## src/rtl/conv_pkg.sv

```systemverilog
// Shared types and elaboration-time helpers for the strip convolution engine.
package conv_pkg;

    typedef enum logic [2:0] {
        ST_IDLE  = 3'd0,
        ST_FETCH = 3'd1,
        ST_WAIT  = 3'd2,
        ST_EMIT  = 3'd3,
        ST_DONE  = 3'd4
    } state_t;

    typedef enum logic [1:0] {
        SAT_PASS = 2'd0,
        SAT_ZERO = 2'd1,
        SAT_MAX  = 2'd2,
        SAT_MIN  = 2'd3
    } sat_sel_t;

    function automatic int clog2(input int n);
        int r;
        r = 0;
        for (int v = n - 1; v > 0; v = v >> 1) r++;
        return r;
    endfunction

    function automatic logic params_ok(input int k, input int img_w, input int img_h,
                                       input int stride, input int data_w, input int coef_w,
                                       input int acc_w, input int rd_lat);
        return (k >= 1) && (img_w >= k) && (img_h >= k) && (stride >= 1) && (rd_lat >= 1) &&
               (acc_w >= data_w + coef_w + clog2(k * k)) && (acc_w <= 64);
    endfunction

    // Decide how a shifted accumulator value maps onto the signed output range.
    function automatic sat_sel_t sat_relu(input logic signed [63:0] v, input logic relu,
                                          input int out_w);
        logic signed [63:0] hi;
        logic signed [63:0] lo;
        hi = (64'sd1 <<< (out_w - 1)) - 64'sd1;
        lo = -(64'sd1 <<< (out_w - 1));
        if (relu && (v < 64'sd0)) return SAT_ZERO;
        else if (v > hi)          return SAT_MAX;
        else if (v < lo)          return SAT_MIN;
        else                      return SAT_PASS;
    endfunction

endpackage

```

## src/rtl/conv_requant.sv

```systemverilog
// Registered requantiser: arithmetic right shift, optional ReLU, saturation.
module conv_requant
    import conv_pkg::*;
#(
    parameter int ACC_W = 32,
    parameter int OUT_W = 9
) (
    input  logic                    clk,
    input  logic                    reset,
    input  logic                    en,
    input  logic signed [ACC_W-1:0] acc,
    input  logic [4:0]              shift,
    input  logic                    relu_en,
    output logic signed [OUT_W-1:0] q
);

    logic signed [ACC_W-1:0] shifted_s;
    sat_sel_t                sel_s;
    logic signed [OUT_W-1:0] q_r;

    // Shift and classify the accumulator against the output range.
    always_comb begin
        shifted_s = acc >>> shift;
        sel_s     = sat_relu(64'(shifted_s), relu_en, OUT_W);
    end

    // Capture the requantised value when the window result is final.
    always_ff @(posedge clk) begin
        if (reset) begin
            q_r <= {OUT_W{1'b0}};
        end else if (en) begin
            case (sel_s)
                SAT_PASS: q_r <= shifted_s[OUT_W-1:0];
                SAT_ZERO: q_r <= {OUT_W{1'b0}};
                SAT_MAX:  q_r <= {1'b0, {(OUT_W-1){1'b1}}};
                SAT_MIN:  q_r <= {1'b1, {(OUT_W-1){1'b0}}};
                default:  q_r <= {OUT_W{1'b0}};
            endcase
        end else begin
            q_r <= q_r;
        end
    end

    assign q = q_r;

endmodule

```

## src/rtl/strip_conv_engine.sv

```systemverilog
// KxK strided convolution over one feature-map strip with a single MAC,
// fixed-latency memory reads and a valid/ready result stream.
module strip_conv_engine
    import conv_pkg::*;
#(
    parameter int K      = 3,
    parameter int IMG_W  = 224,
    parameter int IMG_H  = 30,
    parameter int STRIDE = 1,
    parameter int DATA_W = 9,
    parameter int COEF_W = 9,
    parameter int ACC_W  = 32,
    parameter int OUT_W  = 9,
    parameter int RD_LAT = 2,
    parameter int ADDR_W = 16,
    localparam int IDX_W = (clog2(K * K) > 0) ? clog2(K * K) : 1
) (
    input  logic                     clk,
    input  logic                     reset,
    input  logic                     start,
    input  logic [ADDR_W-1:0]        base_addr,
    input  logic [4:0]               shift,
    input  logic                     relu_en,
    input  logic                     coef_we,
    input  logic [IDX_W-1:0]         coef_idx,
    input  logic signed [COEF_W-1:0] coef_data,
    output logic                     rd_en,
    output logic [ADDR_W-1:0]        rd_addr,
    input  logic signed [DATA_W-1:0] rd_data,
    output logic                     out_valid,
    input  logic                     out_ready,
    output logic signed [OUT_W-1:0]  out_data,
    output logic [15:0]              out_row,
    output logic [15:0]              out_col,
    output logic                     busy,
    output logic                     done
);

    localparam int KK = K * K;
    localparam int OH = (IMG_H - K) / STRIDE + 1;
    localparam int OW = (IMG_W - K) / STRIDE + 1;
    localparam int PW = DATA_W + COEF_W;

    if (!params_ok(K, IMG_W, IMG_H, STRIDE, DATA_W, COEF_W, ACC_W, RD_LAT)) begin : g_param_check
        $error("strip_conv_engine: illegal parameter set (check ACC_W, K, STRIDE, RD_LAT)");
    end

    state_t                   state_r;
    logic [ADDR_W-1:0]        base_r;
    logic [4:0]               shift_r;
    logic                     relu_r;
    logic [15:0]              oy_r, ox_r, ky_r, kx_r;
    logic                     rd_en_r;
    logic [ADDR_W-1:0]        rd_addr_r;
    logic                     out_valid_r;
    logic [15:0]              out_row_r, out_col_r;
    logic                     busy_r, done_r;
    logic signed [COEF_W-1:0] kern_r [KK];
    logic [RD_LAT-1:0]        tv_r;
    logic [IDX_W-1:0]         ti_r [RD_LAT];
    logic signed [ACC_W-1:0]  acc_r;
    logic                     acc_last_r;
    logic [IDX_W-1:0]         issue_idx_s;
    logic signed [PW-1:0]     prod_s;

    function automatic logic [ADDR_W-1:0] win_addr(input logic [ADDR_W-1:0] base,
                                                   input logic [15:0] oy, input logic [15:0] ox,
                                                   input logic [15:0] ky, input logic [15:0] kx);
        return base + (ADDR_W'(oy) * ADDR_W'(STRIDE) + ADDR_W'(ky)) * ADDR_W'(IMG_W)
                    + ADDR_W'(ox) * ADDR_W'(STRIDE) + ADDR_W'(kx);
    endfunction

    // Kernel index of the read being issued and the full-width MAC product.
    always_comb begin
        issue_idx_s = IDX_W'(int'(ky_r) * K + int'(kx_r));
        prod_s      = PW'(rd_data) * PW'(kern_r[ti_r[RD_LAT-1]]);
    end

    // Kernel registers: writable only while idle so a running strip sees a frozen kernel.
    always_ff @(posedge clk) begin
        if (reset) begin
            for (int i = 0; i < KK; i++) kern_r[i] <= {COEF_W{1'b0}};
        end else if ((state_r == ST_IDLE) && coef_we && (int'(coef_idx) < KK)) begin
            kern_r[coef_idx] <= coef_data;
        end else begin
            kern_r <= kern_r;
        end
    end

    // Read tag pipeline and accumulator; the first product of a window overwrites.
    always_ff @(posedge clk) begin
        if (reset) begin
            tv_r       <= {RD_LAT{1'b0}};
            for (int i = 0; i < RD_LAT; i++) ti_r[i] <= {IDX_W{1'b0}};
            acc_r      <= {ACC_W{1'b0}};
            acc_last_r <= 1'b0;
        end else begin
            tv_r[0] <= rd_en_r;
            ti_r[0] <= issue_idx_s;
            for (int i = 1; i < RD_LAT; i++) begin
                tv_r[i] <= tv_r[i-1];
                ti_r[i] <= ti_r[i-1];
            end
            if (tv_r[RD_LAT-1]) begin
                acc_r      <= (ti_r[RD_LAT-1] == {IDX_W{1'b0}}) ? ACC_W'(prod_s)
                                                                 : acc_r + ACC_W'(prod_s);
                acc_last_r <= (int'(ti_r[RD_LAT-1]) == KK - 1);
            end else begin
                acc_r      <= ((state_r == ST_IDLE) && start) ? {ACC_W{1'b0}} : acc_r;
                acc_last_r <= 1'b0;
            end
        end
    end

    // Control FSM: window walk, read issue, output handshake and completion.
    always_ff @(posedge clk) begin
        if (reset) begin
            state_r     <= ST_IDLE;
            base_r      <= {ADDR_W{1'b0}};
            shift_r     <= 5'd0;
            relu_r      <= 1'b0;
            oy_r        <= 16'd0;
            ox_r        <= 16'd0;
            ky_r        <= 16'd0;
            kx_r        <= 16'd0;
            rd_en_r     <= 1'b0;
            rd_addr_r   <= {ADDR_W{1'b0}};
            out_valid_r <= 1'b0;
            out_row_r   <= 16'd0;
            out_col_r   <= 16'd0;
            busy_r      <= 1'b0;
            done_r      <= 1'b0;
        end else begin
            done_r <= 1'b0;
            case (state_r)
                ST_IDLE: begin
                    if (start) begin
                        base_r    <= base_addr;
                        shift_r   <= shift;
                        relu_r    <= relu_en;
                        oy_r      <= 16'd0;
                        ox_r      <= 16'd0;
                        ky_r      <= 16'd0;
                        kx_r      <= 16'd0;
                        busy_r    <= 1'b1;
                        rd_en_r   <= 1'b1;
                        rd_addr_r <= win_addr(base_addr, 16'd0, 16'd0, 16'd0, 16'd0);
                        state_r   <= ST_FETCH;
                    end else begin
                        state_r <= ST_IDLE;
                    end
                end
                ST_FETCH: begin
                    if ((ky_r == 16'(K - 1)) && (kx_r == 16'(K - 1))) begin
                        rd_en_r <= 1'b0;
                        state_r <= ST_WAIT;
                    end else if (kx_r == 16'(K - 1)) begin
                        kx_r      <= 16'd0;
                        ky_r      <= ky_r + 16'd1;
                        rd_addr_r <= win_addr(base_r, oy_r, ox_r, ky_r + 16'd1, 16'd0);
                    end else begin
                        kx_r      <= kx_r + 16'd1;
                        rd_addr_r <= win_addr(base_r, oy_r, ox_r, ky_r, kx_r + 16'd1);
                    end
                end
                ST_WAIT: begin
                    if (acc_last_r) begin
                        out_valid_r <= 1'b1;
                        out_row_r   <= oy_r;
                        out_col_r   <= ox_r;
                        state_r     <= ST_EMIT;
                    end else begin
                        state_r <= ST_WAIT;
                    end
                end
                ST_EMIT: begin
                    if (out_ready) begin
                        out_valid_r <= 1'b0;
                        ky_r        <= 16'd0;
                        kx_r        <= 16'd0;
                        if ((oy_r == 16'(OH - 1)) && (ox_r == 16'(OW - 1))) begin
                            busy_r  <= 1'b0;
                            done_r  <= 1'b1;
                            state_r <= ST_DONE;
                        end else if (ox_r == 16'(OW - 1)) begin
                            ox_r      <= 16'd0;
                            oy_r      <= oy_r + 16'd1;
                            rd_en_r   <= 1'b1;
                            rd_addr_r <= win_addr(base_r, oy_r + 16'd1, 16'd0, 16'd0, 16'd0);
                            state_r   <= ST_FETCH;
                        end else begin
                            ox_r      <= ox_r + 16'd1;
                            rd_en_r   <= 1'b1;
                            rd_addr_r <= win_addr(base_r, oy_r, ox_r + 16'd1, 16'd0, 16'd0);
                            state_r   <= ST_FETCH;
                        end
                    end else begin
                        state_r <= ST_EMIT;
                    end
                end
                ST_DONE: begin
                    state_r <= ST_IDLE;
                end
                default: begin
                    state_r <= ST_IDLE;
                end
            endcase
        end
    end

    conv_requant #(
        .ACC_W (ACC_W),
        .OUT_W (OUT_W)
    ) u_requant (
        .clk     (clk),
        .reset   (reset),
        .en      (acc_last_r),
        .acc     (acc_r),
        .shift   (shift_r),
        .relu_en (relu_r),
        .q       (out_data)
    );

    assign rd_en     = rd_en_r;
    assign rd_addr   = rd_addr_r;
    assign out_valid = out_valid_r;
    assign out_row   = out_row_r;
    assign out_col   = out_col_r;
    assign busy      = busy_r;
    assign done      = done_r;

endmodule

```

## config.mk

```make
export PLATFORM = sky130hd
export DESIGN_NAME = strip_conv_engine
export DESIGN_NICKNAME = d
export VERILOG_FILES = /design/src/rtl/conv_pkg.sv /design/src/rtl/conv_requant.sv /design/src/rtl/strip_conv_engine.sv
export SDC_FILE = /design/constraint.sdc
export NUM_CORES = 1
export LEC_CHECK = 0
export ABC_AREA = 1
export BUFFER_PORTS_ARGS = -buffer_cell sky130_fd_sc_hd__buf_2
export CAP_MARGIN = 20
export CORE_ASPECT_RATIO = 1.5
export CORE_MARGIN = 10
export CORE_UTILIZATION = 40
export CTS_CLUSTER_DIAMETER = 200
export CTS_CLUSTER_SIZE = 10
export DETAILED_ROUTE_END_ITERATION = 16
export GPL_TIMING_DRIVEN = 0
export HOLD_SLACK_MARGIN = 0.12
export PLACE_DENSITY = 0.56
export SYNTH_ARGS = -nofsm -noshare
export SYNTH_HDL_FRONTEND = slang
export SYNTH_SLANG_ARGS = --single-unit
```

## constraint.sdc

```tcl
create_clock -name clk -period 16.89 [get_ports clk]
set_input_delay 1.689 -clock clk [delete_from_list [all_inputs] [get_ports clk]]
set_output_delay 1.689 -clock clk [all_outputs]
set_load 0.01 [all_outputs]
```

==> impl_results.html <==
<table>
<tr><th>Metric</th><th>Value</th></tr>
<tr><th colspan="2">Clock network</th></tr>
<tr><td>Bufs on Longest Clock Path</td><td>3</td></tr>
<tr><td>Count of buffers added by post-CTS timing repair for setup</td><td>0</td></tr>
<tr><td>Number of clock buffers inserted by TritonCTS</td><td>31</td></tr>
<tr><td>Quantity of gates resized following cts</td><td>0</td></tr>
<tr><td>Hold-fix buffer count after cts</td><td>0</td></tr>
<tr><td>Clock transition at the registers of the reported paths</td><td>0.06 ns</td></tr>
<tr><td>Clock sink count</td><td>274</td></tr>
<tr><td>Root buffer selected by CTS</td><td>clkbuf_16</td></tr>
<tr><td>Clock latency reported for the late side of the worst-skew pair</td><td>0.61 ns</td></tr>
<tr><td>CTS tree</td><td>yes</td></tr>
<tr><td>H-tree depth reported by CTS</td><td>1</td></tr>
<tr><th colspan="2">Power</th></tr>
<tr><td>Reported leakage power</td><td>14.1 nW</td></tr>
<tr><td>Power density over the cells</td><td>78.8 nW/um^2</td></tr>
<tr><td>Worst ir drop on vdd</td><td>58.1 uV</td></tr>
<tr><td>Power after layout</td><td>2.26 mW</td></tr>
<tr><th colspan="2">STA</th></tr>
<tr><td>Setup total negative slack</td><td>0 ns</td></tr>
<tr><td>Transition time of the tightest slew-check pin</td><td>1.16 ns</td></tr>
<tr><td>Final hold violation count</td><td>0</td></tr>
<tr><td>Worst-case clock skew</td><td>0.0183 ns</td></tr>
<tr><td>Setup repair after global routing missed its margin</td><td>no</td></tr>
<tr><td>Relative slew slack</td><td>22.6%</td></tr>
<tr><td>Final hold slack</td><td>0.399 ns</td></tr>
<tr><td>Final critical-path share of the clock period</td><td>54.6%</td></tr>
<tr><td>Time the final worst path needs with I/O delays and setup</td><td>9.22 ns</td></tr>
<tr><td>Final Setup Violations</td><td>0</td></tr>
<tr><td>Highest clock rate</td><td>0.108 GHz</td></tr>
<tr><td>Post-route worst setup slack</td><td>7.67 ns</td></tr>
<tr><td>Max-slew violation total from the final report</td><td>0</td></tr>
<tr><th colspan="2">Placement</th></tr>
<tr><td>Detailed-placement wirelength estimate</td><td>77,200 um</td></tr>
<tr><td>Worst setup timing slack at the placement stage</td><td>7.65 ns</td></tr>
<tr><td>Placed cells</td><td>4,845</td></tr>
<tr><td>Number of port buffers</td><td>90</td></tr>
<tr><td>Global placer's final weighted congestion</td><td>0.943</td></tr>
<tr><td>Cell area after placement</td><td>27,900 sq um</td></tr>
<tr><th colspan="2">Logic synthesis</th></tr>
<tr><td>Area share of the largest cell type after synthesis</td><td>20.8%</td></tr>
<tr><td>Register bit count reported by yosys</td><td>274</td></tr>
<tr><td>Synth cell count leaders</td><td>856 x nand2_1, 594 x inv_1, 363 x a21oi_1</td></tr>
<tr><td>Average size of a mapped cell</td><td>6.79 sq um</td></tr>
<tr><td>Library cell with the highest instance count after synthesis</td><td>nand2_1</td></tr>
<tr><td>Total standard cell area after synthesis</td><td>26,300 sq um</td></tr>
<tr><td>Prevailing post-synth register cell</td><td>dfxtp_1</td></tr>
<tr><td>Net count of the mapped netlist</td><td>4,299</td></tr>
<tr><td>Sequential area share after synthesis</td><td>20.8%</td></tr>
<tr><td>Count of flip-flops with a built-in enable after synthesis</td><td>0</td></tr>
<tr><td>Yosys warnings</td><td>0</td></tr>
<tr><td>Dominant cell type by area after synthesis</td><td>dfxtp_1</td></tr>
<tr><td>Share of flip-flops with an asynchronous set or reset</td><td>0%</td></tr>
<tr><td>Cell count after synthesis</td><td>3,875</td></tr>
<tr><td>Unique masters post-synth</td><td>63</td></tr>
<tr><td>Largest cells by area after synthesis</td><td>dfxtp_1 21%, nand2_1 12%, fa_1 12%</td></tr>
<tr><th colspan="2">Floorplan</th></tr>
<tr><td>Height of the chip</td><td>334 um</td></tr>
<tr><td>Top-level port count</td><td>110</td></tr>
<tr><td>Core region area</td><td>65,500 sq um</td></tr>
<tr><td>Die Span X</td><td>229 um</td></tr>
<tr><td>Row count</td><td>115</td></tr>
<tr><td>Die area</td><td>76,700 sq um</td></tr>
<tr><td>Starting density of the core</td><td>40.2%</td></tr>
<tr><th colspan="2">Setup path</th></tr>
<tr><td>Data arrival time of the critical path</td><td>9.68 ns</td></tr>
<tr><td>Critical path's top delay family</td><td>adder cells</td></tr>
<tr><td>Largest stage delay, worst path</td><td>0.65 ns</td></tr>
<tr><td>Most common cell on crit path</td><td>nand2_1</td></tr>
<tr><td>Worst-case reg-to-reg path depth</td><td>39</td></tr>
<tr><td>Worst path required time</td><td>17.35 ns</td></tr>
<tr><td>Crit-path max FO</td><td>18</td></tr>
<tr><td>Number of gates on the worst path with buffers counted</td><td>39</td></tr>
<tr><td>Startpoint of the most critical register-to-register path</td><td>ti_r[0][5]</td></tr>
<tr><td>Slowest-stage cell, CP</td><td>fa_1</td></tr>
<tr><td>Critical path capture point type</td><td>flip-flop</td></tr>
<tr><td>Worst Setup Path Type</td><td>reg -&gt; reg</td></tr>
<tr><td>Number of buffers and inverters on the critical path</td><td>7</td></tr>
<tr><td>Critical Path Start Type</td><td>flip-flop</td></tr>
<tr><td>Reg2reg setup slack</td><td>7.67 ns</td></tr>
<tr><td>Worst flop-to-flop path endpoint</td><td>acc_r[29]</td></tr>
<tr><th colspan="2">Run</th></tr>
<tr><td>Max-capacitance violation count</td><td>0</td></tr>
<tr><th colspan="2">Detailed routing</th></tr>
<tr><td>Routed WL</td><td>93,700 um</td></tr>
<tr><td>Post-detailed-route count of antenna-violating nets</td><td>0</td></tr>
<tr><td>Drt initial violations</td><td>1,576</td></tr>
<tr><td>Total via count after detailed routing</td><td>25,600</td></tr>
<tr><td>WL per Instance</td><td>19.2 um</td></tr>
<tr><td>DRC violation count after routing</td><td>0</td></tr>
<tr><td>Count of TritonRoute iterations in the first routing pass</td><td>5</td></tr>
<tr><td>Number of vias per cell after detailed routing</td><td>5.24</td></tr>
<tr><th colspan="2">Min path</th></tr>
<tr><td>Path category of the worst min-delay check</td><td>reg -&gt; reg</td></tr>
<tr><td>End point of the worst hold path</td><td>ti_r[0][4]</td></tr>
<tr><td>Start point of the worst min-delay path</td><td>ti_r[0][0]</td></tr>
<tr><td>Cell depth of the worst hold path</td><td>2</td></tr>
<tr><th colspan="2">Finish</th></tr>
<tr><td>Growth of design area from synthesis to finish</td><td>9.09%</td></tr>
<tr><td>Number of diodes</td><td>0</td></tr>
<tr><td>Share of layout cells above drive strength 1</td><td>5.57%</td></tr>
<tr><td>Final Instance Count excl. Fillers</td><td>4,878</td></tr>
<tr><td># nets final</td><td>4,425</td></tr>
<tr><td>Final Cell Area</td><td>28,700 sq um</td></tr>
<tr><td>Final Util</td><td>43.9%</td></tr>
<tr><th colspan="2">Global routing</th></tr>
<tr><td>First-pass GRT wire length</td><td>144,000 um</td></tr>
<tr><td>Aggregate global routing overflow</td><td>0</td></tr>
<tr><td>Total track usage</td><td>23.8%</td></tr>
<tr><td>Initial antenna violation count</td><td>1</td></tr>
<tr><td>Pin count of the biggest net entering global routing</td><td>19</td></tr>
<tr><td>Vias in the first global route</td><td>25,600</td></tr>
<tr><th colspan="2">Run status</th></tr>
<tr><td>Status</td><td>complete, no violations</td></tr>
</table>
[area by class of cell]
type	count	area, sq um
buffer	136	586
clock buffer	31	776
clock inverter	2	17.5
fill	7084	36700
inverter	622	2340
multi-input combinational	2843	17900
sequential	274	5490
tap	877	1100
timing repair buffer	93	490
[placed cells by master (no fill, tap or decap), types with 31 or more instances in the layout]
cell type / instances
a21oi_1: 363
fa_1: 160
xnor2_1: 41
dfxtp_1: 274
buf_2: 112
nand3_1: 208
xor2_1: 89
nand2_1: 856
nand4_1: 33
o211ai_1: 33
o21ai_0: 285
clkbuf_1: 78
clkbuf_16: 31
ha_1: 215
nor3_1: 49
nor2_1: 295
inv_1: 594
[worst max-delay path by stage]
| stage | from | to |
|---|---|---|
| after floorplan | rd_data[0] | acc_r[31] |
| after global placement | ti_r[0][5] | acc_r[31] |
| after detailed placement | ti_r[0][5] | acc_r[29] |
| after CTS | ti_r[0][5] | acc_r[29] |
| after global routing | ti_r[0][5] | acc_r[29] |
| final | ti_r[0][5] | acc_r[29] |
[cell families (layout without fill, tap and decap cells)]
family,count (synthesis),after routing,synth area share (%)
mux,4,4,0.152
xor+xnor,131,131,4.36
simple gates,1507,1507,23.8
flops,274,274,20.8
buf+inv,758,884,11.1
fa+ha+maj,375,375,22.4
compound gates,826,826,17.4
[layer usage]
| metal | part of all wire, % | global-route usage (%) | vias to the layer above |
|---|---|---|---|
| li1 | - | - | 12700 |
| met5 | 0.012 | 0 | - |
| met3 | 3.7 | 2.30 | 221 |
| met2 | 52 | 45.0 | 601 |
| met1 | 38 | 24.8 | 12000 |
| met4 | 6.6 | 14.8 | 2 |
[sequential cells by signal, indices dropped and copies added, names as in the netlist, 2 cells and up]
signal,count
kern_r,81
acc_r,32
base_r,16
kx_r,16
ky_r,16
out_col,16
out_row,16
ox_r,16
oy_r,16
rd_addr,16
u_requant.q,9
ti_r,8
shift_r,5
state_r,3
tv_r,2
[report_power, final]
part,switching (mW),leakage (nW),total [mW],internal (mW)
clock,0.291,0.391,0.613,0.321
sequential,0.0306,2.22,0.704,0.674
combinational,0.642,11.5,0.945,0.303
[tightest hold or removal path, stage by stage, from the launching register on]
cell and delay [ns]:
dfxtp_1 0.30, inv_1 0.04, nor2_1 0.03
(Power assumes the default switching activity.)
